==> src/rtl/uart_pkg.sv <==
// Shared types, status-bit positions and baud divisor helper for the UART core.
package uart_pkg;

  typedef enum logic [1:0] {TX_IDLE, TX_START, TX_DATA, TX_STOP} tx_state_t;
  typedef enum logic [1:0] {RX_IDLE, RX_START, RX_DATA, RX_STOP} rx_state_t;

  localparam int unsigned TX_FULL  = 0;
  localparam int unsigned TX_EMPTY = 1;
  localparam int unsigned TX_BUSY  = 2;
  localparam int unsigned TX_OVF   = 3;
  localparam int unsigned RX_VALID = 8;
  localparam int unsigned RX_OVR   = 9;
  localparam int unsigned RX_FE    = 10;

  // Clocks per bit, rounded to nearest.
  function automatic int unsigned calc_div(input int unsigned clk_hz, input int unsigned baud);
    return (clk_hz + baud / 2) / baud;
  endfunction

endpackage

==> src/rtl/uart_if.sv <==
// Register port between the CPU IO decoder (io) and the UART peripheral (uart).
interface if_io;
  logic [31:0] UART_TX_WD;
  logic        UART_TX_WE;
  logic        UART_TX_A;
  logic        UART_RX_WE;
  logic        UART_RX_RE;
  logic        UART_RX_A;
  logic [31:0] UART_TX_RD;
  logic [31:0] UART_RX_RD;

  modport uart (
    input  UART_TX_WD, UART_TX_WE, UART_TX_A, UART_RX_WE, UART_RX_RE, UART_RX_A,
    output UART_TX_RD, UART_RX_RD
  );

  modport io (
    output UART_TX_WD, UART_TX_WE, UART_TX_A, UART_RX_WE, UART_RX_RE, UART_RX_A,
    input  UART_TX_RD, UART_RX_RD
  );
endinterface

==> src/rtl/uart_sync_fifo.sv <==
// Show-ahead synchronous FIFO; a push into a full FIFO is accepted when a pop happens in the same cycle.
module sync_fifo #(
  parameter int unsigned WIDTH = 8,
  parameter int unsigned DEPTH = 8
) (
  input  logic             clk,
  input  logic             rst_n,
  input  logic             push,
  input  logic             pop,
  input  logic [WIDTH-1:0] din,
  output logic             full,
  output logic             empty,
  output logic [WIDTH-1:0] head
);

  localparam int unsigned AW = $clog2(DEPTH);
  localparam int unsigned CW = $clog2(DEPTH + 1);

  logic [WIDTH-1:0] mem [DEPTH];
  logic [AW-1:0]    wr_ptr, rd_ptr;
  logic [CW-1:0]    count;
  logic             do_push, do_pop;

  assign full    = (count == CW'(DEPTH));
  assign empty   = (count == '0);
  assign do_pop  = pop & ~empty;
  assign do_push = push & (~full | do_pop);
  assign head    = mem[rd_ptr];

  always_ff @(posedge clk) begin
    if (do_push) mem[wr_ptr] <= din;
  end

  always_ff @(posedge clk or negedge rst_n) begin
    if (!rst_n) begin
      wr_ptr <= '0;
      rd_ptr <= '0;
      count  <= '0;
    end else begin
      if (do_push) wr_ptr <= wr_ptr + AW'(1);
      if (do_pop)  rd_ptr <= rd_ptr + AW'(1);
      case ({do_push, do_pop})
        2'b10:   count <= count + CW'(1);
        2'b01:   count <= count - CW'(1);
        default: count <= count;
      endcase
    end
  end

endmodule

==> src/rtl/uart_core.sv <==
// Buffered 8N1 UART: TX FIFO feeding a serializer, RX deserializer feeding an RX FIFO.
module uart_core #(
  parameter int unsigned CLK_HZ   = 50_000_000,
  parameter int unsigned BAUD     = 115200,
  parameter int unsigned TX_DEPTH = 8,
  parameter int unsigned RX_DEPTH = 8
) (
  input  logic      CLK,
  input  logic      RESET_N,
  if_io.uart        IO,
  input  logic      RXD,
  output logic      TXD
);
  import uart_pkg::*;

  localparam int unsigned    DIV         = calc_div(CLK_HZ, BAUD);
  localparam int unsigned    CW          = $clog2(DIV);
  localparam logic [CW-1:0]  BIT_RELOAD  = CW'(DIV - 1);
  localparam logic [CW-1:0]  HALF_RELOAD = CW'(DIV / 2 - 1);

  logic tx_push, tx_ctl_wr, rx_pop, rx_ctl_wr;
  assign tx_push   = IO.UART_TX_WE & ~IO.UART_TX_A;
  assign tx_ctl_wr = IO.UART_TX_WE &  IO.UART_TX_A;
  assign rx_pop    = IO.UART_RX_RE & ~IO.UART_RX_A;
  assign rx_ctl_wr = IO.UART_RX_WE &  IO.UART_RX_A;

  logic unused_wd;
  assign unused_wd = ^{IO.UART_TX_WD[31:11], IO.UART_TX_WD[8]};

  // ---------------- TX ----------------
  logic       tx_full, tx_empty, tx_pop;
  logic [7:0] tx_head;

  sync_fifo #(.WIDTH(8), .DEPTH(TX_DEPTH)) u_tx_fifo (
    .clk(CLK), .rst_n(RESET_N), .push(tx_push), .pop(tx_pop),
    .din(IO.UART_TX_WD[7:0]), .full(tx_full), .empty(tx_empty), .head(tx_head)
  );

  tx_state_t     tx_state, tx_state_n;
  logic [CW-1:0] tx_cnt, tx_cnt_n;
  logic [2:0]    tx_bit, tx_bit_n;
  logic [7:0]    tx_shift, tx_shift_n;
  logic          txd_n, tx_ovf;

  always_ff @(posedge CLK or negedge RESET_N) begin
    if (!RESET_N) begin
      tx_state <= TX_IDLE;
      tx_cnt   <= '0;
      tx_bit   <= '0;
      tx_shift <= '0;
      TXD      <= 1'b1;
    end else begin
      tx_state <= tx_state_n;
      tx_cnt   <= tx_cnt_n;
      tx_bit   <= tx_bit_n;
      tx_shift <= tx_shift_n;
      TXD      <= txd_n;
    end
  end

  // TXD is registered, so each transition drives the level of the state being entered.
  always_comb begin
    tx_state_n = tx_state;
    tx_cnt_n   = tx_cnt;
    tx_bit_n   = tx_bit;
    tx_shift_n = tx_shift;
    txd_n      = TXD;
    tx_pop     = 1'b0;
    if (tx_state != TX_IDLE && tx_cnt != '0) tx_cnt_n = tx_cnt - 1'b1;
    case (tx_state)
      TX_IDLE: begin
        if (!tx_empty) begin
          tx_state_n = TX_START;
          tx_cnt_n   = BIT_RELOAD;
          tx_shift_n = tx_head;
          tx_pop     = 1'b1;
          txd_n      = 1'b0;
        end
      end
      TX_START: begin
        if (tx_cnt == '0) begin
          tx_state_n = TX_DATA;
          tx_cnt_n   = BIT_RELOAD;
          tx_bit_n   = '0;
          txd_n      = tx_shift[0];
        end
      end
      TX_DATA: begin
        if (tx_cnt == '0) begin
          tx_cnt_n = BIT_RELOAD;
          if (tx_bit == 3'd7) begin
            tx_state_n = TX_STOP;
            txd_n      = 1'b1;
          end else begin
            tx_bit_n   = tx_bit + 1'b1;
            tx_shift_n = {1'b0, tx_shift[7:1]};
            txd_n      = tx_shift[1];
          end
        end
      end
      TX_STOP: begin
        if (tx_cnt == '0) begin
          if (!tx_empty) begin
            tx_state_n = TX_START;
            tx_cnt_n   = BIT_RELOAD;
            tx_shift_n = tx_head;
            tx_pop     = 1'b1;
            txd_n      = 1'b0;
          end else begin
            tx_state_n = TX_IDLE;
            txd_n      = 1'b1;
          end
        end
      end
      default: tx_state_n = TX_IDLE;
    endcase
  end

  always_ff @(posedge CLK or negedge RESET_N) begin
    if (!RESET_N)                                tx_ovf <= 1'b0;
    else if (tx_push & tx_full & ~tx_pop)        tx_ovf <= 1'b1;
    else if (tx_ctl_wr & IO.UART_TX_WD[TX_OVF])  tx_ovf <= 1'b0;
  end

  always_comb begin
    IO.UART_TX_RD           = '0;
    IO.UART_TX_RD[TX_FULL]  = tx_full;
    IO.UART_TX_RD[TX_EMPTY] = tx_empty;
    IO.UART_TX_RD[TX_BUSY]  = ~tx_empty | (tx_state != TX_IDLE);
    IO.UART_TX_RD[TX_OVF]   = tx_ovf;
  end

  // ---------------- RX ----------------
  logic rxd_s1, rxd_s2, rxd_prev;

  always_ff @(posedge CLK or negedge RESET_N) begin
    if (!RESET_N) begin
      rxd_s1   <= 1'b1;
      rxd_s2   <= 1'b1;
      rxd_prev <= 1'b1;
    end else begin
      rxd_s1   <= RXD;
      rxd_s2   <= rxd_s1;
      rxd_prev <= rxd_s2;
    end
  end

  rx_state_t     rx_state, rx_state_n;
  logic [CW-1:0] rx_cnt, rx_cnt_n;
  logic [2:0]    rx_bit, rx_bit_n;
  logic [7:0]    rx_shift, rx_shift_n;
  logic          rx_hold, rx_hold_n;
  logic          rx_push, rx_fe_set;
  logic          rx_full, rx_empty, rx_ovr, rx_fe;
  logic [7:0]    rx_head;

  always_ff @(posedge CLK or negedge RESET_N) begin
    if (!RESET_N) begin
      rx_state <= RX_IDLE;
      rx_cnt   <= '0;
      rx_bit   <= '0;
      rx_shift <= '0;
      rx_hold  <= 1'b0;
    end else begin
      rx_state <= rx_state_n;
      rx_cnt   <= rx_cnt_n;
      rx_bit   <= rx_bit_n;
      rx_shift <= rx_shift_n;
      rx_hold  <= rx_hold_n;
    end
  end

  // rx_hold keeps a framing-error frame in STOP until the line is released high.
  always_comb begin
    rx_state_n = rx_state;
    rx_cnt_n   = rx_cnt;
    rx_bit_n   = rx_bit;
    rx_shift_n = rx_shift;
    rx_hold_n  = rx_hold;
    rx_push    = 1'b0;
    rx_fe_set  = 1'b0;
    if (rx_state != RX_IDLE && rx_cnt != '0) rx_cnt_n = rx_cnt - 1'b1;
    case (rx_state)
      RX_IDLE: begin
        if (rxd_prev & ~rxd_s2) begin
          rx_state_n = RX_START;
          rx_cnt_n   = HALF_RELOAD;
        end
      end
      RX_START: begin
        if (rx_cnt == '0) begin
          if (rxd_s2) begin
            rx_state_n = RX_IDLE;
          end else begin
            rx_state_n = RX_DATA;
            rx_cnt_n   = BIT_RELOAD;
            rx_bit_n   = '0;
          end
        end
      end
      RX_DATA: begin
        if (rx_cnt == '0) begin
          rx_shift_n = {rxd_s2, rx_shift[7:1]};
          rx_cnt_n   = BIT_RELOAD;
          if (rx_bit == 3'd7) rx_state_n = RX_STOP;
          else                rx_bit_n   = rx_bit + 1'b1;
        end
      end
      RX_STOP: begin
        if (rx_hold) begin
          if (rxd_s2) begin
            rx_state_n = RX_IDLE;
            rx_hold_n  = 1'b0;
          end
        end else if (rx_cnt == '0) begin
          if (rxd_s2) begin
            rx_push    = 1'b1;
            rx_state_n = RX_IDLE;
          end else begin
            rx_fe_set  = 1'b1;
            rx_hold_n  = 1'b1;
          end
        end
      end
      default: rx_state_n = RX_IDLE;
    endcase
  end

  sync_fifo #(.WIDTH(8), .DEPTH(RX_DEPTH)) u_rx_fifo (
    .clk(CLK), .rst_n(RESET_N), .push(rx_push), .pop(rx_pop),
    .din(rx_shift), .full(rx_full), .empty(rx_empty), .head(rx_head)
  );

  always_ff @(posedge CLK or negedge RESET_N) begin
    if (!RESET_N) begin
      rx_ovr <= 1'b0;
      rx_fe  <= 1'b0;
    end else begin
      if (rx_push & rx_full & ~rx_pop)             rx_ovr <= 1'b1;
      else if (rx_ctl_wr & IO.UART_TX_WD[RX_OVR])  rx_ovr <= 1'b0;
      if (rx_fe_set)                               rx_fe  <= 1'b1;
      else if (rx_ctl_wr & IO.UART_TX_WD[RX_FE])   rx_fe  <= 1'b0;
    end
  end

  always_comb begin
    IO.UART_RX_RD           = '0;
    IO.UART_RX_RD[7:0]      = rx_empty ? 8'h00 : rx_head;
    IO.UART_RX_RD[RX_VALID] = ~rx_empty;
    IO.UART_RX_RD[RX_OVR]   = rx_ovr;
    IO.UART_RX_RD[RX_FE]    = rx_fe;
  end

endmodule

==> src/flat_wrapper.sv <==
// flat-port wrapper written by rule: the top's interface ports become plain ports
module uart_core_flat import uart_pkg::*;
#(
  parameter int unsigned CLK_HZ   = 50_000_000,
  parameter int unsigned BAUD     = 115200,
  parameter int unsigned TX_DEPTH = 8,
  parameter int unsigned RX_DEPTH = 8
)
  (CLK, RESET_N, RXD, TXD, IO_UART_TX_WD, IO_UART_TX_WE, IO_UART_TX_A, IO_UART_RX_WE, IO_UART_RX_RE, IO_UART_RX_A, IO_UART_TX_RD, IO_UART_RX_RD);
  if_io IO_i ();
  input  logic CLK;
  input  logic RESET_N;
  input  logic RXD;
  output logic TXD;
  input wire logic [$bits(IO_i.UART_TX_WD)-1:0] IO_UART_TX_WD;
  input wire logic [$bits(IO_i.UART_TX_WE)-1:0] IO_UART_TX_WE;
  input wire logic [$bits(IO_i.UART_TX_A)-1:0] IO_UART_TX_A;
  input wire logic [$bits(IO_i.UART_RX_WE)-1:0] IO_UART_RX_WE;
  input wire logic [$bits(IO_i.UART_RX_RE)-1:0] IO_UART_RX_RE;
  input wire logic [$bits(IO_i.UART_RX_A)-1:0] IO_UART_RX_A;
  output wire logic [$bits(IO_i.UART_TX_RD)-1:0] IO_UART_TX_RD;
  output wire logic [$bits(IO_i.UART_RX_RD)-1:0] IO_UART_RX_RD;
  assign IO_i.UART_TX_WD = IO_UART_TX_WD;
  assign IO_i.UART_TX_WE = IO_UART_TX_WE;
  assign IO_i.UART_TX_A = IO_UART_TX_A;
  assign IO_i.UART_RX_WE = IO_UART_RX_WE;
  assign IO_i.UART_RX_RE = IO_UART_RX_RE;
  assign IO_i.UART_RX_A = IO_UART_RX_A;
  assign IO_UART_TX_RD = IO_i.UART_TX_RD;
  assign IO_UART_RX_RD = IO_i.UART_RX_RD;
  uart_core #(.CLK_HZ(CLK_HZ), .BAUD(BAUD), .TX_DEPTH(TX_DEPTH), .RX_DEPTH(RX_DEPTH)) u_core (.CLK(CLK), .RESET_N(RESET_N), .IO(IO_i), .RXD(RXD), .TXD(TXD));
endmodule
==> config.mk <==
export PLATFORM = sky130hd
export DESIGN_NAME = uart_core_flat
export DESIGN_NICKNAME = d
export VERILOG_FILES = /design/src/rtl/uart_pkg.sv /design/src/rtl/uart_if.sv /design/src/rtl/uart_sync_fifo.sv /design/src/rtl/uart_core.sv /design/src/flat_wrapper.sv
export SDC_FILE = /design/constraint.sdc
export NUM_CORES = 1
export LEC_CHECK = 0
export CAP_MARGIN = 20
export CORE_MARGIN = 1.5
export CORE_UTILIZATION = 55
export CTS_BUF_LIST = sky130_fd_sc_hd__clkbuf_16
export DETAILED_ROUTE_END_ITERATION = 12
export GPL_ROUTABILITY_DRIVEN = 0
export PLACE_DENSITY_LB_ADDON = 0.08
export SYNTH_ARGS = -nofsm -noshare
export SYNTH_HDL_FRONTEND = slang
export SYNTH_SLANG_ARGS = --single-unit
==> constraint.sdc <==
create_clock -name CLK -period 4.26 [get_ports CLK]
set_input_delay 0.852 -clock CLK [delete_from_list [all_inputs] [get_ports CLK]]
set_output_delay 0.852 -clock CLK [all_outputs]
set_load 0.03 [all_outputs]
== Yosys cells after proc, flatten, opt, wreduce, memory -nomap -nowiden ==
Memory sizes are Yosys's and may differ from the RTL's.
Cells that the tools add are included.

* Bits in registers: 72
* Memory bits (writable): 128
* Memories: 2
* Logic and storage cells: 192

{| class="wikitable"
|+ Memories
! name !! words !! width !! read ports !! clocked after Yosys merged registers in !! wr ports !! line !! source
|-
| u_core.u_rx_fifo.mem || 8 || 8 || 1 || 0 || 1 || uart_sync_fifo.sv:19 || <nowiki>logic [WIDTH-1:0] mem [DEPTH];</nowiki>
|-
| u_core.u_tx_fifo.mem || 8 || 8 || 1 || 0 || 1 || uart_sync_fifo.sv:19 ||
|}

* Multiplexer cells: 73
* Add/sub/neg operators: 12
* Equality and inequality tests: 27
* Bitwise logic cells: 28
* Reduce and logical (&&, ||, !) cells: 28

{| class="wikitable"
|+ Operator list
! cell !! count
|-
| 9-bit 2-to-1 mux || 9
|-
| 9-bit case mux with 3 select lines || 2
|-
| 8-bit 2-to-1 mux || 5
|-
| 1-bit 2-to-1 mux || 28
|-
| 2-bit 2-to-1 mux || 13
|-
| 8-bit case mux with 3 select lines || 1
|-
| 3-bit 2-to-1 mux || 7
|-
| 3-bit by 1-bit adder with 3-bit output, second input constant || 6
|-
| 9-bit logical NOT || 2
|-
| 2-bit nonzero test || 9
|-
| 9-bit nonzero test || 2
|-
| 9-bit by 1-bit subtractor with 9-bit output, second input constant || 2
|-
| 1-bit AND || 16
|-
| 2-bit by 1-bit inequality test with 1-bit output, second input constant || 8
|-
| 2-bit case mux with 4 select lines || 2
|-
| 4-bit case mux with 2 select lines || 2
|-
| 5-bit AND reduction || 3
|-
| 2-bit == test, second input constant || 6
|-
| 3-bit case mux with 2 select lines || 2
|-
| 4-bit AND reduction || 3
|-
| 1-bit NOT || 9
|-
| 4-bit by 1-bit adder with 4-bit output, second input constant || 2
|-
| 2-bit by 1-bit == test with 1-bit output, second input constant || 4
|-
| 4-bit == test, second input constant || 2
|-
| other kinds (13) || 23
|}

== Logic depth before layout (Yosys ltp) ==
Gate-level depths: netlist of run 1.

* Word-level depth: 9
* Gate-level depth with buffers: 13

== Cells and area by module ==
A second synthesis of run 1 with hierarchy kept.

* Cells, all modules: 657
* Area, all modules: 9,566.7 um^2

{| class="wikitable"
|+ By module, submodules not included
! module !! area each (um^2) !! sequential area each (um^2) !! cells an instance !! instances
|-
| sync_fifo || 3,123.0 || 2,172.1 || 159 || 2
|-
| uart_core || 3,320.7 || 1,306.3 || 339 || 1
|}

== Worst setup path before layout of run 1 ==
No wires, ideal clock.

* Path type: register to register
* Start: register u_core.tx_cnt[0]
* End: memory u_core.u_tx_fifo.mem[2][0], enable pin
* Clock period less this slack: 2.966 ns
* Data arrival time: 2.568 ns
* Path slack: 1.294 ns
* Cell stages (with the launch flop): 9
* Setup time: 0.398 ns
* Buffers on the path: 1
* Path through: dfrtp_1 inv_1 ha_1 nor4b_4 a21oi_1 nor2b_1 buf_2 o21ai_4 nor4b_1

* Word-level cells in the longest chain between the ends: 8

{| class="wikitable"
|+ RTL lines
! element !! line !! source
|-
| start, declared || uart_core.sv:40 || <nowiki>logic [CW-1:0] tx_cnt, tx_cnt_n;</nowiki>
|-
| start signal, assigned || uart_core.sv:54 || <nowiki>tx_cnt <= tx_cnt_n;</nowiki>
|-
| 9-bit logical NOT || uart_core.sv:102 || <nowiki>if (tx_cnt == '0) begin</nowiki>
|-
| 1-bit 2-to-1 mux || uart_core.sv:102 ||
|-
| 1-bit case mux with 2 select lines || uart_core.sv:70 || <nowiki>case (tx_state)</nowiki>
|-
| 1-bit AND || uart_sync_fifo.sv:26 || <nowiki>assign do_pop = pop & ~empty;</nowiki>
|-
| 1-bit bitwise OR || uart_sync_fifo.sv:27 || <nowiki>assign do_push = push & (~full | do_pop);</nowiki>
|-
| 1-bit AND || uart_sync_fifo.sv:27 ||
|-
| 1-bit 2-to-1 mux || uart_sync_fifo.sv:31 || <nowiki>if (do_push) mem[wr_ptr] <= din;</nowiki>
|-
| 1-bit 2-to-1 mux (not written as such) || uart_sync_fifo.sv:31 ||
|-
| end, declared || uart_sync_fifo.sv:19 ||
|}

Every way passes these cells.

== Worst setup path in the final report of run 1 ==
* Start: register u_core.u_rx_fifo.rd_ptr[1]
* End: output IO_UART_RX_RD[6]

* Word-level cells in the longest chain between the ends: 2

{| class="wikitable"
|+ RTL lines
! element !! line !! source
|-
| start, declared || uart_sync_fifo.sv:20 || <nowiki>logic [AW-1:0] wr_ptr, rd_ptr;</nowiki>
|-
| start signal, assigned || uart_sync_fifo.sv:41 || <nowiki>if (do_pop) rd_ptr <= rd_ptr + AW'(1);</nowiki>
|-
| memory 8 x 8 bit || n/a ||
|-
| 8-bit 2-to-1 mux || uart_core.sv:248 || <nowiki>IO.UART_RX_RD[7:0] = rx_empty ? 8'h00 : rx_head;</nowiki>
|-
| end, declared || flat_wrapper.sv:22 || <nowiki>output wire logic [$bits(IO_i.UART_RX_RD)-1:0] IO_UART_RX_RD;</nowiki>
|}

Every way passes these cells.

==> results of run 1 <==
-- flip-flops by register name, summed over array words and instances, names as in the netlist, 2 cells and up, named ones only --
name and count:
u_core.tx_state 2, u_core.u_tx_fifo.wr_ptr 3, u_core.u_rx_fifo.mem 64, u_core.rx_shift 8, u_core.u_tx_fifo.mem 64, u_core.u_rx_fifo.wr_ptr 3
u_core.u_rx_fifo.count 4, u_core.tx_cnt 9, u_core.rx_bit 3, u_core.rx_cnt 9, u_core.u_tx_fifo.rd_ptr 3, u_core.u_tx_fifo.count 4
u_core.u_rx_fifo.rd_ptr 3, u_core.tx_bit 3, u_core.tx_shift 8
-- critical path: cells and delay by family (launching register included) --
kind	cells	cell delay (ns)
DFF	1	0.88
muxes	2	0.60
buffers and inverters	1	0.58
and+or+nand+nor	1	0.05
-- layout make-up --
class,count,area [um2]
Clock buffer,17,425
Clock inverter,15,183
Fill cell,1275,6260
Inverter,20,75.1
Multi-Input combinational cell,402,3180
Sequential cell,200,5650
Tap cell,220,275
Timing Repair Buffer,50,475
-- cell usage in the layout, fill, tap and decap left out, types with 15 or more instances in the layout --
cell type,Yosys,routed
sky130_fd_sc_hd__mux2i_1,19,19
sky130_fd_sc_hd__a21oi_1,15,15
sky130_fd_sc_hd__clkdlybuf4s50_1,0,32
sky130_fd_sc_hd__conb_1,1,49
sky130_fd_sc_hd__nand2_1,44,44
sky130_fd_sc_hd__inv_1,19,19
sky130_fd_sc_hd__clkbuf_16,0,17
sky130_fd_sc_hd__ha_1,22,22
sky130_fd_sc_hd__buf_4,54,17
sky130_fd_sc_hd__o21ai_0,19,19
sky130_fd_sc_hd__edfxtp_1,128,128
sky130_fd_sc_hd__nor2_1,41,41
sky130_fd_sc_hd__dfrtp_1,68,68
sky130_fd_sc_hd__mux4_2,32,32
sky130_fd_sc_hd__xnor2_1,16,16
-- path summary, 6_finish.rpt --
path                                       startpoint                          to  cells past startpoint
setup / recovery           u_core.u_rx_fifo.rd_ptr[1]            IO_UART_RX_RD[6]                      4
hold / removal                          u_core.rxd_s1               u_core.rxd_s2                      0
setup reg to reg                     u_core.rx_cnt[0]  u_core.u_rx_fifo.mem[6][0]                      7
hold reg to reg                         u_core.rxd_s1               u_core.rxd_s2                      0
max in group asynchronous                     RESET_N            u_core.rx_cnt[1]                      1
min in group asynchronous                     RESET_N          u_core.rx_shift[1]                      1
-- per-stage QoR --
stage | hold WS (ns) | instance area, um2 | utilization [%] | worst slack, ns
2_1_floorplan | 0.345 | 9430 | - | 1.29
3_3_place_gp | 0.347 | 9620 | 58.2 | 1.06
3_5_place_dp | 0.348 | 9620 | 58.2 | 0.990
4_1_cts | 0.358 | 10200 | 61.9 | 0.750
5_1_grt | 0.365 | 10300 | 62.1 | 0.702
6_report | 0.357 | 10300 | 62.1 | 0.861
-- power groups by stage --
| stage | Combinational [mW] | Sequential (mW) | Clock, mW |
|---|---|---|---|
| final | 2.33 | 2.78 | 1.63 |
| after CTS | 2.29 | 2.82 | 1.68 |
| after detailed placement | 2.28 | 2.85 | 0 |
| after global routing | 2.58 | 2.83 | 1.74 |
| after floorplan | 1.98 | 2.61 | 0 |
| after global placement | 2.21 | 2.83 | 0 |
-- cells by family after synthesis --
kind of cell | after synthesis
other | 1
AND/OR/NAND/NOR | 164
multiplexers | 66
buffers and inverters | 100
AO/OA/AOI/OAI | 76
flip-flops | 200
adder cells (fa/ha/maj) | 23
XOR/XNOR | 24
-- metal layers --
layer  global-route usage, %  vias to the layer above  part of all wire [%]
li1                        -                     2399                     -
met1                    25.0                     2565                    44
met2                    32.1                       87                    52
met3                    3.91                        9                   2.9
met4                    6.23                        0                  0.82
met5                       0                        -                     0
==> impl_results.rst, run 1 <==
.. list-table::
   :header-rows: 1

   * - Metric
     - Value
   * - Status
     - completed
   * - Synthesis-to-layout area growth
     - 11.0%
   * - Sw Pwr
     - 2.37 mW
   * - Quantity of I/O buffers inserted on ports
     - 33
   * - Via count
     - 5060
   * - Flip-flop and latch count after synthesis
     - 200
   * - Placed Instances
     - 890
   * - Final period util
     - 79.8%
   * - Core Area
     - 16500 um2
   * - Primary FF master, synth
     - sky130_fd_sc_hd__edfxtp_1
   * - Sinks on Clock Net
     - 200
   * - Drt via density
     - 5.48
   * - Most area-consuming cells after synthesis
     - sky130_fd_sc_hd__edfxtp_1, sky130_fd_sc_hd__dfrtp_1, sky130_fd_sc_hd__mux4_2, sky130_fd_sc_hd__buf_4, sky130_fd_sc_hd__ha_1
   * - PnR Total Power
     - 6.74 mW
   * - Slowest cell on the critical path
     - sky130_fd_sc_hd__dfrtp_1
   * - Fraction of power spent switching nets
     - 35.2%
   * - Die Footprint
     - 17600 um2
   * - Total routing resource utilization after global routing
     - 19.0%
   * - Fraction of the mapped netlist area in simple logic gates
     - 9.69%
   * - Number of levels in the clock H-tree
     - 4
   * - Slew at the pin with the worst max-slew slack
     - 0.950 ns
   * - Internal Dissipation
     - 4.36 mW
   * - Clock power share
     - 24.2%
   * - Critical-path cell list
     - mux4_2 -> mux2i_1 -> nor2_1 -> clkdlybuf4s50_1
   * - Cell count after synthesis
     - 654
   * - Number of flops mapped to enable cells by yosys
     - 128
   * - Count of endpoints failing hold in the final timing report
     - 0
   * - Maximum root-to-sink buffer count
     - 2
   * - Die height
     - 133 um
   * - Share of cells above drive strength 1
     - 14.2%
   * - Final worst clock skew
     - 0.00729 ns
   * - Proportion of netlist area held by the largest area contributor
     - 41.6%
   * - Part of the power in combinational logic
     - 34.6%
   * - Number of design rule violations left after detail routing
     - 0
   * - Leftover overflow at the end of global routing
     - 0
   * - Die Width
     - 133 um
   * - Starting utilization of the core area
     - 56.0%
   * - Antenna diode count
     - 0
   * - Count of unique library cells instantiated by Yosys
     - 69
   * - Most frequent cell after synthesis
     - sky130_fd_sc_hd__edfxtp_1
   * - Critical path start-end classification
     - reg -> out
   * - Post-DP HPWL
     - 10600 um
   * - Critical Path Max Stage Delay
     - 0.88 ns
   * - Post-detailed-route wirelength per cell
     - 17.0 um
   * - Number of warnings printed during yosys synthesis
     - 0
   * - Wire length of the first global-routing pass
     - 25700 um
   * - Worst path required time
     - 3.41 ns
   * - Clock Pin Slew Worst Setup and Hold Paths
     - 0.07 ns
   * - Standard-cell row count
     - 47
   * - Class of the tightest hold or removal check
     - reg -> reg
   * - Library cell with the largest summed area after synthesis
     - sky130_fd_sc_hd__edfxtp_1
   * - Peak VDD IR
     - 0.469 mV
   * - Portion of netlist area occupied by mux cells
     - 11.7%
   * - MaxCap Viol Count
     - 0
   * - Sum of negative setup slack
     - 0 ns
   * - Post-synthesis adder-cell area fraction
     - 3.19%
   * - Total number of nets in the final design
     - 754
   * - Total power density per cell area
     - 657 nW/um2
   * - TritonCTS clock tree
     - done
   * - CP max FO
     - 18
   * - Netlist Area Pre-Place
     - 9250 um2
   * - Mean post-synth cell area
     - 14.1 um2
   * - Sequential fraction of the synthesis area
     - 61.1%
   * - Final cell count without fillers
     - 924
   * - CTS buffer count
     - 17
   * - Max Transition Viols Final
     - 0
   * - Synth Area in XOR/XNOR
     - 2.27%
   * - Post-synthesis async set-or-reset flop share
     - 36.0%
   * - Unrepaired setup endpoints after global routing
     - no
   * - Number of global-route vias before repair
     - 5077
   * - Register-to-register path setup slack
     - 1.10 ns
   * - Clock latency at the later pin of the worst-skew pair
     - 0.43 ns
   * - Overall routed net length
     - 15700 um
   * - Compound-gate portion of the synthesized area
     - 5.55%
   * - Crit path launch type
     - register
   * - Final period demand of the worst path
     - 3.40 ns
   * - Maximum number of pins on one net before global-route repair
     - 73
   * - Number of detailed-routing iterations run before antenna repair
     - 4
   * - Initial antenna violation count
     - 0
   * - Cell leakage power
     - 3.93 nW
   * - Kind of capture point of the worst setup path
     - output port
   * - Maximum clock frequency
     - 0.294 GHz
   * - CTS root buf
     - sky130_fd_sc_hd__clkbuf_16
   * - Initial DRC Count
     - 377
   * - Total of endpoints with negative setup slack in the final report
     - 0
   * - Ranking of synthesized cells by instance count
     - sky130_fd_sc_hd__edfxtp_1, sky130_fd_sc_hd__dfrtp_1, sky130_fd_sc_hd__buf_4
   * - Arrival @ worst endpoint
     - 2.55 ns
   * - Detail Route Antenna Nets
     - 0
   * - Worst max-slew margin expressed relative to the limit
     - 36.7%
   * - Dominant combinational cell family by area after synthesis
     - multiplexers
   * - Count of cells resized by post-cts repair
     - 0
   * - Hold Buf Count CTS
     - 0
   * - Post-CTS Setup Repair Bufs
     - 0
   * - Flop pwr share
     - 41.2%
   * - Total I/O pin count
     - 105
Power figures use the tool's default switching activity.
==> run 2: changes to the inputs <==
==> constraint.sdc (replaced) <==
create_clock -name CLK -period 3.4 [get_ports CLK]
set_input_delay 0.68 -clock CLK [delete_from_list [all_inputs] [get_ports CLK]]
set_output_delay 0.68 -clock CLK [all_outputs]
set_load 0.03 [all_outputs]
==> impl_results.rst, run 2 (same netlist as run 1, synthesis figures left out) <==
.. list-table::
   :header-rows: 1

   * - Metric
     - Value
   * - Status
     - completed (unchanged)
   * - Clock Pin Slew Worst Setup and Hold Paths
     - 0.07 ns (about the same)
   * - Flop pwr share
     - 41.3% (was 41.2%)
   * - Total I/O pin count
     - 105 (unchanged)
   * - Critical path start-end classification
     - reg -> out (unchanged)
   * - Final worst clock skew
     - 0.0115 ns (was 0.00729 ns)
   * - Initial DRC Count
     - 225 (was 377)
   * - CTS root buf
     - sky130_fd_sc_hd__clkbuf_16 (unchanged)
   * - Final period demand of the worst path
     - 3.22 ns
   * - Synthesis-to-layout area growth
     - 11.0% (about the same)
   * - Final cell count without fillers
     - 927 (was 924)
   * - Hold Buf Count CTS
     - 0 (unchanged)
   * - Placed Instances
     - 895 (was 890)
   * - Class of the tightest hold or removal check
     - reg -> reg (unchanged)
   * - Detail Route Antenna Nets
     - 0 (unchanged)
   * - Count of cells resized by post-cts repair
     - 0 (unchanged)
   * - Total power density per cell area
     - 820 nW/um2 (was 657 nW/um2)
   * - Part of the power in combinational logic
     - 34.4% (was 34.6%)
   * - Final period util
     - 94.7%
   * - Kind of capture point of the worst setup path
     - output port (unchanged)
   * - Antenna diode count
     - 0 (unchanged)
   * - CP max FO
     - 18 (unchanged)
   * - Max Transition Viols Final
     - 0 (unchanged)
   * - Leftover overflow at the end of global routing
     - 0 (unchanged)
   * - Post-DP HPWL
     - 10400 um (was 10600 um)
   * - Starting utilization of the core area
     - 56.0% (unchanged)
   * - Post-CTS Setup Repair Bufs
     - 0 (unchanged)
   * - Clock power share
     - 24.3% (was 24.2%)
   * - Total of endpoints with negative setup slack in the final report
     - 0 (unchanged)
   * - CTS buffer count
     - 17 (unchanged)
   * - PnR Total Power
     - 8.41 mW (was 6.74 mW)
   * - Sinks on Clock Net
     - 200 (unchanged)
   * - Maximum root-to-sink buffer count
     - 2 (unchanged)
   * - Total number of nets in the final design
     - 757 (was 754)
   * - Die Footprint
     - 17600 um2 (unchanged)
   * - Maximum number of pins on one net before global-route repair
     - 73 (unchanged)
   * - Die Width
     - 133 um (unchanged)
   * - Slew at the pin with the worst max-slew slack
     - 0.938 ns (was 0.950 ns)
   * - Post-route cell area
     - 10300 um2 (about the same)
   * - Total routing resource utilization after global routing
     - 19.0% (about the same)
   * - Drt via density
     - 5.45 (was 5.48)
   * - Number of detailed-routing iterations run before antenna repair
     - 5 (was 4)
   * - TritonCTS clock tree
     - done (unchanged)
   * - Worst max-slew margin expressed relative to the limit
     - 37.4% (was 36.7%)
   * - Overall routed net length
     - 15700 um (about the same)
   * - Peak VDD IR
     - 0.481 mV (was 0.469 mV)
   * - Initial antenna violation count
     - 0 (unchanged)
   * - Via count
     - 5053 (was 5060)
   * - Fillcell total
     - 1278 (was 1275)
   * - Largest registers in the final layout
     - u_core.u_rx_fifo.mem: 64 flops, u_core.u_tx_fifo.mem: 64 flops (unchanged)
   * - Number of global-route vias before repair
     - 5054 (was 5077)
   * - Post-detailed-route wirelength per cell
     - 16.9 um (was 17.0 um)
   * - Commonest cells after routing, fill and taps aside
     - sky130_fd_sc_hd__edfxtp_1, sky130_fd_sc_hd__dfrtp_1, sky130_fd_sc_hd__conb_1, sky130_fd_sc_hd__nand2_1, sky130_fd_sc_hd__nor2_1 (unchanged)
   * - Core Util, Final
     - 62.1% (about the same)
   * - Count of endpoints failing hold in the final timing report
     - 0 (unchanged)
   * - Worst path required time
     - 2.72 ns (was 3.41 ns)
   * - Die height
     - 133 um (unchanged)
   * - Quantity of I/O buffers inserted on ports
     - 33 (unchanged)
   * - Cell leakage power
     - 3.95 nW (was 3.93 nW)
   * - Wire length of the first global-routing pass
     - 25700 um (about the same)
   * - Number of design rule violations left after detail routing
     - 0 (unchanged)
   * - Clock latency at the later pin of the worst-skew pair
     - 0.43 ns (about the same)
   * - Standard-cell row count
     - 47 (unchanged)
   * - Internal Dissipation
     - 5.49 mW (was 4.36 mW)
   * - Sum of negative setup slack
     - 0 ns (unchanged)
   * - Number of levels in the clock H-tree
     - 4 (unchanged)
   * - Unrepaired setup endpoints after global routing
     - no (unchanged)
   * - Maximum clock frequency
     - 0.310 GHz
   * - Area after DPL
     - 9660 um2 (was 9620 um2)
   * - Crit path launch type
     - register (unchanged)
   * - Core Area
     - 16500 um2 (unchanged)
   * - Fraction of power spent switching nets
     - 34.7% (was 35.2%)
   * - MaxCap Viol Count
     - 0 (unchanged)
   * - Sw Pwr
     - 2.92 mW (was 2.37 mW)
   * - Arrival @ worst endpoint
     - 2.54 ns (was 2.55 ns)
   * - Share of cells above drive strength 1
     - 14.0% (was 14.2%)
   * - Most common cell after layout, fill and taps aside
     - sky130_fd_sc_hd__edfxtp_1 (unchanged)
[run 2: cell count changes in the layout (fill, tap and decap cells not counted)]
cell and change:
sky130_fd_sc_hd__inv_1 +4, sky130_fd_sc_hd__clkinvlp_4 +1, sky130_fd_sc_hd__clkinv_8 -1, sky130_fd_sc_hd__inv_6 -3, sky130_fd_sc_hd__buf_16 -1, sky130_fd_sc_hd__buf_4 +4, sky130_fd_sc_hd__bufinv_16 +1, sky130_fd_sc_hd__clkinv_2 -1
sky130_fd_sc_hd__clkinv_4 -1
[run 2: path summary, 6_finish.rpt]
| check | end | slack (ns) | cells past startpoint | startpoint |
|---|---|---|---|---|
| max | IO_UART_RX_RD[2] | 0.18 | 4 | u_core.u_rx_fifo.rd_ptr[1] |
| min reg2reg | u_core.rxd_s2 | 0.36 | 0 | u_core.rxd_s1 |
| min in group asynchronous | u_core.u_rx_fifo.rd_ptr[0] | 0.40 | 1 | RESET_N |
| max reg2reg | u_core.u_tx_fifo.count[2] | 0.49 | 12 | u_core.tx_cnt[0] |
| max in group asynchronous | u_core.rx_cnt[1] | 2.40 | 1 | RESET_N |
| min | u_core.rxd_s2 | 0.36 | 0 | u_core.rxd_s1 |
[run 2: cell type report]
cell class | count | area (um2) | area share, %
Clock buffer | 17 | 425 | 4.15
Tap cell | 220 | 275 | 2.68
Inverter | 20 | 75.1 | 0.732
Clock inverter | 15 | 179 | 1.74
Sequential cell | 200 | 5650 | 55.1
Timing Repair Buffer | 53 | 478 | 4.66
Multi-Input combinational cell | 402 | 3180 | 31.0
[run 2: per-stage QoR]
stage	hold slack [ns]	worst slack [ns]
5_1_grt	0.365	0.0214
2_1_floorplan	0.345	0.434
3_3_place_gp	0.347	0.411
6_report	0.355	0.179
3_5_place_dp	0.347	0.304
4_1_cts	0.357	0.120
[run 2: per-layer routing]
layer  GRT usage (%)  wire length (um)  vias to the layer above
li1                -                 -                     2409
met1            24.7              6980                     2539
met5               0                 0                        -
met2            31.9              8070                       89
met3            3.41               398                       16
met4            7.63               251                        0
[run 2: power groups by stage]
stage | clock network [mW] | registers (mW) | logic, mW
6_report | 2.04 | 3.47 | 2.89
5_1_grt | 2.18 | 3.54 | 3.20
4_1_cts | 2.09 | 3.47 | 2.93
3_5_place_dp | 0 | 3.52 | 2.92
3_3_place_gp | 0 | 3.49 | 2.83
2_1_floorplan | 0 | 3.27 | 2.49
[run 2: critical path, stage by stage, from the launching register on]
cell and delay, ns:
sky130_fd_sc_hd__dfrtp_1 0.89, sky130_fd_sc_hd__mux4_2 0.44, sky130_fd_sc_hd__mux2i_1 0.15, sky130_fd_sc_hd__nor2_1 0.05
sky130_fd_sc_hd__clkdlybuf4s50_1 0.58
==> run 3: changes to the inputs <==
--- a/config.mk
+++ b/config.mk
@@ -14,4 +14,5 @@
 export PLACE_DENSITY_LB_ADDON = 0.08
 export SYNTH_ARGS = -nofsm -noshare
 export SYNTH_HDL_FRONTEND = slang
+export SYNTH_HIERARCHICAL = 1
 export SYNTH_SLANG_ARGS = --single-unit
==> impl_results.rst, run 3 <==
.. list-table::
   :header-rows: 1

   * - Metric
     - Value
   * - Status
     - completed (unchanged)
   * - Synthesis-to-layout area growth
     - 11.1% (was 11.0%)
   * - Leftover overflow at the end of global routing
     - 0 (unchanged)
   * - Core Area
     - 17100 um2 (was 16500 um2)
   * - Number of detailed-routing iterations run before antenna repair
     - 5 (unchanged)
   * - Fraction of power spent switching nets
     - 30.6% (was 34.7%)
   * - TritonCTS clock tree
     - done (unchanged)
   * - Post-DP HPWL
     - 11000 um (was 10400 um)
   * - Initial DRC Count
     - 370 (was 225)
   * - Area after DPL
     - 10000 um2 (was 9660 um2)
   * - Most common cell after layout, fill and taps aside
     - sky130_fd_sc_hd__edfxtp_1 (unchanged)
   * - Unrepaired setup endpoints after global routing
     - no (unchanged)
   * - Critical path start-end classification
     - reg -> out (unchanged)
   * - Sinks on Clock Net
     - 200 (unchanged)
   * - Count of endpoints failing hold in the final timing report
     - 0 (unchanged)
   * - Slew at the pin with the worst max-slew slack
     - 0.968 ns (was 0.938 ns)
   * - Post-detailed-route wirelength per cell
     - 17.0 um (was 16.9 um)
   * - Netlist Area Pre-Place
     - 9570 um2 (was 9250 um2)
   * - Starting utilization of the core area
     - 55.9% (was 56.0%)
   * - Largest registers in the final layout
     - u_core/u_rx_fifo/mem: 64 flops, u_core/u_tx_fifo/mem: 64 flops (was u_core.u_rx_fifo.mem: 64 flops, u_core.u_tx_fifo.mem: 64 flops)
   * - Post-route worst setup slack
     - 0.0999 ns (was 0.179 ns)
   * - Core Util, Final
     - 62.1% (about the same)
   * - Final worst clock skew
     - 0.0121 ns (was 0.0115 ns)
   * - Count of unique library cells instantiated by Yosys
     - 68 (was 69)
   * - Antenna diode count
     - 0 (unchanged)
   * - Maximum clock frequency
     - 0.303 GHz (was 0.310 GHz)
   * - Total routing resource utilization after global routing
     - 18.8% (was 19.0%)
   * - Die Width
     - 135 um (was 133 um)
   * - Worst setup slack after placement
     - 0.0774 ns (was 0.304 ns)
   * - Max Transition Viols Final
     - 0 (unchanged)
   * - Total I/O pin count
     - 105 (unchanged)
   * - Most area-consuming cells after synthesis
     - sky130_fd_sc_hd__edfxtp_1, sky130_fd_sc_hd__dfrtp_1, sky130_fd_sc_hd__mux2_2, sky130_fd_sc_hd__mux4_1, sky130_fd_sc_hd__buf_4 (was sky130_fd_sc_hd__edfxtp_1, sky130_fd_sc_hd__dfrtp_1, sky130_fd_sc_hd__mux4_2, sky130_fd_sc_hd__buf_4, sky130_fd_sc_hd__ha_1)
   * - Ranking of synthesized cells by instance count
     - sky130_fd_sc_hd__edfxtp_1, sky130_fd_sc_hd__dfrtp_1, sky130_fd_sc_hd__buf_4 (unchanged)
   * - Primary FF master, synth
     - sky130_fd_sc_hd__edfxtp_1 (unchanged)
   * - Quantity of I/O buffers inserted on ports
     - 33 (unchanged)
   * - Crit path launch type
     - register (unchanged)
   * - Die Footprint
     - 18200 um2 (was 17600 um2)
   * - Wire length of the first global-routing pass
     - 26200 um (was 25700 um)
   * - Class of the tightest hold or removal check
     - reg -> reg (unchanged)
   * - Peak VDD IR
     - 0.400 mV (was 0.481 mV)
   * - Final period util
     - 97.1% (was 94.7%)
   * - Sw Pwr
     - 2.07 mW (was 2.92 mW)
   * - MaxCap Viol Count
     - 0 (unchanged)
   * - Detail Route Antenna Nets
     - 0 (unchanged)
   * - Post-route cell area
     - 10600 um2 (was 10300 um2)
   * - Clock Pin Slew Worst Setup and Hold Paths
     - 0.08 ns (was 0.07 ns)
   * - Maximum root-to-sink buffer count
     - 2 (unchanged)
   * - Overall routed net length
     - 16100 um (was 15700 um)
   * - Count of cells resized by post-cts repair
     - 2 (was 0)
   * - Standard-cell row count
     - 48 (was 47)
   * - PnR Total Power
     - 6.75 mW (was 8.41 mW)
   * - Number of levels in the clock H-tree
     - 4 (unchanged)
   * - Multi-input logic area
     - 3450 um2 (was 3180 um2)
   * - Number of global-route vias before repair
     - 5197 (was 5054)
   * - CTS root buf
     - sky130_fd_sc_hd__clkbuf_16 (unchanged)
   * - Final hold slack
     - 0.362 ns (was 0.355 ns)
   * - Clock latency at the later pin of the worst-skew pair
     - 0.43 ns (about the same)
   * - Total power density per cell area
     - 635 nW/um2 (was 820 nW/um2)
   * - Sequential fraction of the synthesis area
     - 59.1% (was 61.1%)
   * - Number of flops mapped to enable cells by yosys
     - 128 (unchanged)
   * - Arrival @ worst endpoint
     - 2.62 ns (was 2.54 ns)
   * - Proportion of netlist area held by the largest area contributor
     - 40.2% (was 41.6%)
   * - Worst max-slew margin expressed relative to the limit
     - 35.5% (was 37.4%)
   * - Commonest cells after routing, fill and taps aside
     - sky130_fd_sc_hd__edfxtp_1, sky130_fd_sc_hd__dfrtp_1, sky130_fd_sc_hd__conb_1, sky130_fd_sc_hd__mux2_2, sky130_fd_sc_hd__nor2_1 (was sky130_fd_sc_hd__edfxtp_1, sky130_fd_sc_hd__dfrtp_1, sky130_fd_sc_hd__conb_1, sky130_fd_sc_hd__nand2_1, sky130_fd_sc_hd__nor2_1)
   * - Sum of negative setup slack
     - 0 ns (unchanged)
   * - Total of endpoints with negative setup slack in the final report
     - 0 (unchanged)
   * - Cell leakage power
     - 4.11 nW (was 3.95 nW)
   * - Final cell count without fillers
     - 948 (was 927)
   * - Post-CTS Setup Repair Bufs
     - 0 (unchanged)
   * - Initial antenna violation count
     - 0 (unchanged)
   * - Share of cells above drive strength 1
     - 20.7% (was 14.0%)
   * - Mean post-synth cell area
     - 14.6 um2 (was 14.1 um2)
   * - Final period demand of the worst path
     - 3.30 ns (was 3.22 ns)
   * - CP max FO
     - 10 (was 18)
   * - Maximum number of pins on one net before global-route repair
     - 73 (unchanged)
   * - Most frequent cell after synthesis
     - sky130_fd_sc_hd__edfxtp_1 (unchanged)
   * - Cell count after synthesis
     - 657 (was 654)
   * - Library cell with the largest summed area after synthesis
     - sky130_fd_sc_hd__edfxtp_1 (unchanged)
   * - Drt via density
     - 5.54 (was 5.45)
   * - Kind of capture point of the worst setup path
     - output port (unchanged)
   * - Hold Buf Count CTS
     - 0 (unchanged)
   * - Total number of nets in the final design
     - 771 (was 757)
   * - Fillcell total
     - 1272 (was 1278)
   * - Flop pwr share
     - 45.3% (was 41.3%)
   * - Placed Instances
     - 915 (was 895)
   * - Flip-flop and latch count after synthesis
     - 200 (unchanged)
   * - Register area
     - 5650 um2 (about the same)
   * - Die height
     - 135 um (was 133 um)
   * - Number of warnings printed during yosys synthesis
     - 6 (was 0)
   * - Part of the power in combinational logic
     - 24.9% (was 34.4%)
   * - Via count
     - 5248 (was 5053)
   * - Worst path required time
     - 2.72 ns (about the same)
   * - CTS buffer count
     - 17 (unchanged)
   * - Clock power share
     - 29.8% (was 24.3%)
   * - Internal Dissipation
     - 4.69 mW (was 5.49 mW)
   * - Number of design rule violations left after detail routing
     - 0 (unchanged)
   * - Post-synthesis async set-or-reset flop share
     - 36.0% (unchanged)
==> run 3: layer usage <==
metal,global-route usage [%],vias to the layer above,part of all wire (%)
li1,-,2482,-
met3,3.87,21,3.5
met2,32.2,111,53
met5,0,-,0
met4,7.11,0,1.7
met1,23.8,2634,42
==> run 3: power groups by stage <==
stage               registers (mW)  clock network, mW  logic (mW)
detailed placement            3.10                  0        1.69
floorplan                     2.97                  0        1.44
global route                  3.09               2.15        1.84
global placement              3.09                  0        1.64
finish                        3.06               2.01        1.68
CTS                           3.06               2.06        1.70
==> run 3: critical path: stages, from the launching register on <==
cell                              delay, ns
sky130_fd_sc_hd__dfrtp_1               0.41
sky130_fd_sc_hd__or3_1                 0.55
sky130_fd_sc_hd__nor2_2                0.27
sky130_fd_sc_hd__buf_4                 0.24
sky130_fd_sc_hd__clkdlybuf4s50_1       0.71
==> run 3: worst paths after layout <==
kind                                      startpoint                          to  slack (ns)  depth (start not counted)
setup / recovery           u_core/u_tx_fifo/count[1]            IO_UART_TX_RD[1]         0.1                          4
hold / removal                         u_core/rxd_s1               u_core/rxd_s2        0.36                          0
setup reg to reg                    u_core/tx_cnt[0]   u_core/u_tx_fifo/count[3]        0.33                         13
hold reg to reg                        u_core/rxd_s1               u_core/rxd_s2        0.36                          0
max in group asynchronous                    RESET_N  u_core/u_rx_fifo/rd_ptr[1]        2.35                          1
min in group asynchronous                    RESET_N  u_core/u_rx_fifo/rd_ptr[2]        0.40                          1
==> run 3: cells by family (layout without fill, tap and decap cells) <==
logic type,count (synthesis),after routing,synth area share [%]
other,1,49,0.0392
flip-flops,200,200,59.1
buffers and inverters,103,121,6.88
multiplexers,86,86,14.7
adder cells (fa/ha/maj),21,21,2.90
XOR/XNOR,17,17,1.56
AO/OA/AOI/OAI,83,83,6.42
AND/OR/NAND/NOR,146,146,8.47
==> run 3: layout make-up <==
cell class | count | share of cell area, %
tap | 225 | 2.65
inverter | 26 | 0.918
multi-input combinational | 402 | 32.4
clock buffer | 17 | 4.00
timing repair buffer | 63 | 5.28
clock inverter | 15 | 1.57
sequential | 200 | 53.2
